<file path="src/rtl/priority_arbiter_pkg.sv">
// Shared parameter defaults and index-width helper for the priority arbiter slice.
package priority_arbiter_pkg;

    localparam int DEFAULT_NUM_REQUEST   = 3;
    localparam int DEFAULT_REQUEST_WIDTH = 64;

    // Index width that stays at least one bit wide for a single requester.
    function automatic int idx_width(input int n);
        return (n > 1) ? $clog2(n) : 1;
    endfunction

endpackage

</file>
<file path="src/rtl/rr_find_first.sv">
// Combinational round-robin search: first set bit of valid_i at or after start_i, with wrap.
module rr_find_first
    import priority_arbiter_pkg::*;
#(
    parameter  int NUM_REQUEST = DEFAULT_NUM_REQUEST,
    localparam int IDX_W       = idx_width(NUM_REQUEST)
) (
    input  logic [NUM_REQUEST-1:0] valid_i,
    input  logic [IDX_W-1:0]       start_i,
    output logic                   found_o,
    output logic [IDX_W-1:0]       index_o
);

    int cand;

    always_comb begin
        // NOTE: every variable driven here gets a default first, so no path can infer a latch.
        found_o = 1'b0;
        index_o = '0;
        cand    = 0;
        for (int off = 0; off < NUM_REQUEST; off++) begin
            cand = int'(start_i) + off;
            if (cand >= NUM_REQUEST) begin
                cand = cand - NUM_REQUEST;
            end
            // Constant bit selects only; the rotated position is matched by comparison.
            for (int i = 0; i < NUM_REQUEST; i++) begin
                if (!found_o && valid_i[i] && (cand == i)) begin
                    found_o = 1'b1;
                    index_o = IDX_W'(i);
                end
            end
        end
    end

endmodule

</file>
<file path="src/rtl/priority_arbiter.sv">
// Critical-first / round-robin arbiter feeding a single registered output slot.
module priority_arbiter
    import priority_arbiter_pkg::*;
#(
    parameter int NUM_REQUEST                  = DEFAULT_NUM_REQUEST,
    parameter int SINGLE_REQUEST_WIDTH_IN_BITS = DEFAULT_REQUEST_WIDTH
) (
    input  logic                                                clk_in,
    input  logic                                                reset_in,
    input  logic [NUM_REQUEST*SINGLE_REQUEST_WIDTH_IN_BITS-1:0] request_flatted_in,
    input  logic [NUM_REQUEST-1:0]                              request_valid_flatted_in,
    input  logic [NUM_REQUEST-1:0]                              request_critical_flatted_in,
    output logic [NUM_REQUEST-1:0]                              issue_ack_out,
    output logic [SINGLE_REQUEST_WIDTH_IN_BITS-1:0]             request_out,
    output logic                                                request_valid_out,
    input  logic                                                issue_ack_in
);

    localparam int W     = SINGLE_REQUEST_WIDTH_IN_BITS;
    localparam int IDX_W = idx_width(NUM_REQUEST);

    logic [W-1:0]           request_q, request_d;
    logic                   valid_q, valid_d;
    logic [NUM_REQUEST-1:0] ack_q, ack_d;
    logic [IDX_W-1:0]       last_q, last_d;

    logic                   crit_found;
    logic [IDX_W-1:0]       crit_idx;
    logic                   rr_found;
    logic [IDX_W-1:0]       rr_idx;
    logic [IDX_W-1:0]       rr_start;
    logic [IDX_W-1:0]       winner;
    logic [W-1:0]           winner_payload;

    assign rr_start = (last_q == IDX_W'(NUM_REQUEST - 1)) ? '0 : last_q + IDX_W'(1);

    rr_find_first #(
        .NUM_REQUEST (NUM_REQUEST)
    ) u_rr_find_first (
        .valid_i (request_valid_flatted_in),
        .start_i (rr_start),
        .found_o (rr_found),
        .index_o (rr_idx)
    );

    // Critical requests bypass the rotation: lowest valid critical index wins.
    always_comb begin
        crit_found = 1'b0;
        crit_idx   = '0;
        for (int i = 0; i < NUM_REQUEST; i++) begin
            if (!crit_found && request_valid_flatted_in[i] && request_critical_flatted_in[i]) begin
                crit_found = 1'b1;
                crit_idx   = IDX_W'(i);
            end
        end
    end

    assign winner = crit_found ? crit_idx : rr_idx;

    always_comb begin
        winner_payload = '0;
        for (int i = 0; i < NUM_REQUEST; i++) begin
            if (winner == IDX_W'(i)) begin
                winner_payload = request_flatted_in[i*W +: W];
            end
        end
    end

    // A full slot only drains on issue_ack_in; a load happens only from an empty slot,
    // which enforces the two-cycle grant spacing.
    always_comb begin
        request_d = request_q;
        valid_d   = valid_q;
        last_d    = last_q;
        ack_d     = '0;
        if (valid_q) begin
            if (issue_ack_in) begin
                valid_d = 1'b0;
            end
        end else if (rr_found) begin
            valid_d   = 1'b1;
            request_d = winner_payload;
            last_d    = winner;
            for (int i = 0; i < NUM_REQUEST; i++) begin
                ack_d[i] = (winner == IDX_W'(i));
            end
        end
    end

    // NOTE: state registers use non-blocking assignments so all of them update together at the edge.
    // The payload register is reset too, since request_out must read zero during reset.
    always_ff @(posedge clk_in or posedge reset_in) begin
        if (reset_in) begin
            request_q <= '0;
            valid_q   <= 1'b0;
            ack_q     <= '0;
            last_q    <= '0;
        end else begin
            request_q <= request_d;
            valid_q   <= valid_d;
            ack_q     <= ack_d;
            last_q    <= last_d;
        end
    end

    assign request_out       = request_q;
    assign request_valid_out = valid_q;
    assign issue_ack_out     = ack_q;

endmodule

</file>
<file path="config.mk">
export PLATFORM = sky130hd
export DESIGN_NAME = priority_arbiter
export DESIGN_NICKNAME = d
export VERILOG_FILES = /design/src/rtl/priority_arbiter_pkg.sv /design/src/rtl/rr_find_first.sv /design/src/rtl/priority_arbiter.sv
export SDC_FILE = /design/constraint.sdc
export NUM_CORES = 1
export LEC_CHECK = 0
export BUFFER_PORTS_ARGS = -buffer_cell sky130_fd_sc_hd__buf_2
export CAP_MARGIN = 20
export CORE_ASPECT_RATIO = 0.8
export CORE_MARGIN = 3
export CORE_UTILIZATION = 24
export DETAILED_ROUTE_END_ITERATION = 12
export PLACE_DENSITY_LB_ADDON = 0.3
export SKIP_LAST_GASP = 1
export SLEW_MARGIN = 20
export SYNTH_ARGS = -nofsm -noshare
export SYNTH_HDL_FRONTEND = slang
export SYNTH_SLANG_ARGS = --single-unit
</file>
<file path="constraint.sdc">
create_clock -name clk_in -period 2.19 [get_ports clk_in]
set_clock_uncertainty 0.15 [all_clocks]
set_input_delay 0.3285 -clock clk_in [delete_from_list [all_inputs] [get_ports clk_in]]
set_output_delay 0.3285 -clock clk_in [all_outputs]
set_load 0.01 [all_outputs]
</file>
==> flow_summary.toml <==
[timing]
fin_crit_sh = 0.9447
rsz0062_at_grt = "no"
slew_viol_final = 0
final.setup.tns_ns = 0
hold_ws_ns = 0.02458
max_freq_mhz = 483.3
fin_crit_ns = 2.069
hold_viol_final = 0
slew_headroom = 0.6592
tightestPinTransition_ns = 0.5113
setup_viol_count_final = 0

[floorplanning]
die_area_sq_mm = 0.01498
ios = 269
die_w_um = 136.1
std_cell_rows = 37
core_sq_mm = 0.01306
initial_core_util = 0.2489
die_height_um = 110.1

[grt]
antenna_found_initial = 0
grt.busiest_layer = "met2"
grt_usage = 0.1550
grt_start_max_net_pins = 47
grt_pass1_wl_mm = 18.04
grt_use_met1 = 0.1777
met2_usage = 0.2777
grt_remaining_overflow = 0
use_met3 = 0.04174
first_global_vias = 3710

[setup_path]
startpoint_type = "flip-flop"
cp_max_fo = 33
arrival_ns = 2.13
cp-end-kind = "flip-flop"
cp.required_ns = 2.25
critPathKind = "flip-flop to flip-flop"

[cts]
ctsHoldBuffers = 1
cts_setup_buffers = 0
root_buffer = "clkbuf_16"
cts_tree = "built"
clk_latency_ns = 0.33
cts-resized-gates = 0
htreeDepth = 3
clk_transition_reported_paths_ns = 0.06
cts.sinks = 70
clock_path_buffers = 2
cts_buffers = 9

[drt]
wl_per_cell_um = 15.63
viasPerCell = 4.803
vias = 3785
drcViolationCount = 0
wl_mm = 12.32
drt_first_pass_iters = 4
drt_iter0_drc = 215
ant_nets = 0

[synth]
yosys_warnings = 0
yosysSeqAreaShare = 0.5391
synth_nets = 544
syn_area_sq_mm = 0.003249
synth-seq-cells = 70
avgSynthCellArea_sq_um = 9.473
synth_cells = 343
synth_cell_type_count = 26

[run_status]
outcome = "completed"

[final_layout]
final_cell_mix = "buf_2, o22ai_1, nor2_1, dfrtp_1, a221oi_1"
area_growth_pct = 56.91
final_nets = 809
drive_gt1_frac = 0.4918
final_common_cell = "buf_2"
utilization = 0.3906

[worst_hold_path]
min_path_type = "primary input to flip-flop"

[placed_design]
io_buffers = 268
gp_congestion = 0.7863
dpl.hpwl_mm = 9.443

[flow_run]
drv_cap = 0

[power]
ir_drop_uv = 436.6
cellPowerDensity_mw_per_mm2 = 1187
power.leakage_nw = 2.437
critical path: stages, from the launching register on:
cell	delay [ns]
dfrtp_1	0.43
a22oi_1	0.25
a31oi_1	0.12
or2_2	0.40
buf_4	0.29
o22ai_1	0.21
nor2_1	0.08
synthesized netlist by cell type, drive strengths merged:
cell type / instances / area (sq um)
o2bb2ai: 1 / 8.760
o21ai: 4 / 20.02
a21o: 1 / 7.510
a22oi: 2 / 15.01
and3: 1 / 6.260
o21ba: 1 / 10.01
a221oi: 16 / 140.1
nand2b: 1 / 6.260
nand2: 9 / 33.78
a31oi: 1 / 6.260
nand3b: 1 / 7.510
o22ai: 110 / 688.2
clkbuf: 12 / 45.04
buf: 17 / 102.6
o21a: 1 / 7.510
a221o: 2 / 20.02
nor2b: 2 / 12.51
dfrtp: 70 / 1752
o2111ai: 1 / 15.01
inv: 6 / 22.52
nor3: 1 / 5.000
nor2: 80 / 300.3
nand3: 1 / 5.000
or2: 2 / 12.51
path summary, 6_finish.rpt:
kind                                        startpoint                           to  slack [ns]  cells past startpoint
min                                       issue_ack_in  request_valid_out$_DFF_PP0_        0.02                      2
max                              last_q[1]$_DFFE_PP0P_  request_out[16]$_DFFE_PP0P_        0.12                      6
min reg2reg                request_out[34]$_DFFE_PP0P_  request_out[34]$_DFFE_PP0P_        0.38                      1
min in group asynchronous                     reset_in  request_valid_out$_DFF_PP0_        0.47                      4
max in group asynchronous                     reset_in  request_out[53]$_DFFE_PP0P_        1.02                      4
max reg2reg                      last_q[1]$_DFFE_PP0P_  request_out[16]$_DFFE_PP0P_        0.12                      6
area by class of cell:
type,instances,area (sq um)
repair buffers,283,1494
flip-flops and latches,70,1752
inverters,6,26.28
diodes,1,2.502
well taps,175,219.0
multi-input cells,238,1348
clock buffers,11,232.7
clock inverters,4,25.02
fillers,1361,7956
through the flow:
step	area (sq um)	total power, mW	setup WS, ns	cells
floorplan	3253	3.655	0.4082	343
global placement	4828	4.758	0.1515	771
detailed placement	4828	4.807	0.09007	771
CTS	5096	6.131	0.1305	787
global route	5096	6.494	0.009224	787
finish	5099	6.052	0.1211	788
cells by family after synthesis:
| group | synth area share |
|---|---|
| AOI/OAI and AO/OA | 0.2888 |
| and+or+nand+nor | 0.1198 |
| buffers and inverters | 0.05236 |
| DFF | 0.5391 |
sequential cells by signal, indices dropped and copies added (netlist names):
signal and count:
request_valid_out 1, request_out 64, last_q 2, issue_ack_out 3
report_power, final:
group / total, mW / switching (mW) / internal (mW)
Clock: 1.28 / 0.523 / 0.756
Sequential: 2.22 / 0.336 / 1.89
Combinational: 2.55 / 1.44 / 1.11
routing by layer:
metal | vias to the layer above | wire, um
met3 | 16 | 984
met4 | 0 | 201
met5 | - | 0
li1 | 1839 | -
met2 | 176 | 6263
met1 | 1754 | 4869
No activity file was read; power rests on OpenSTA's default activity.
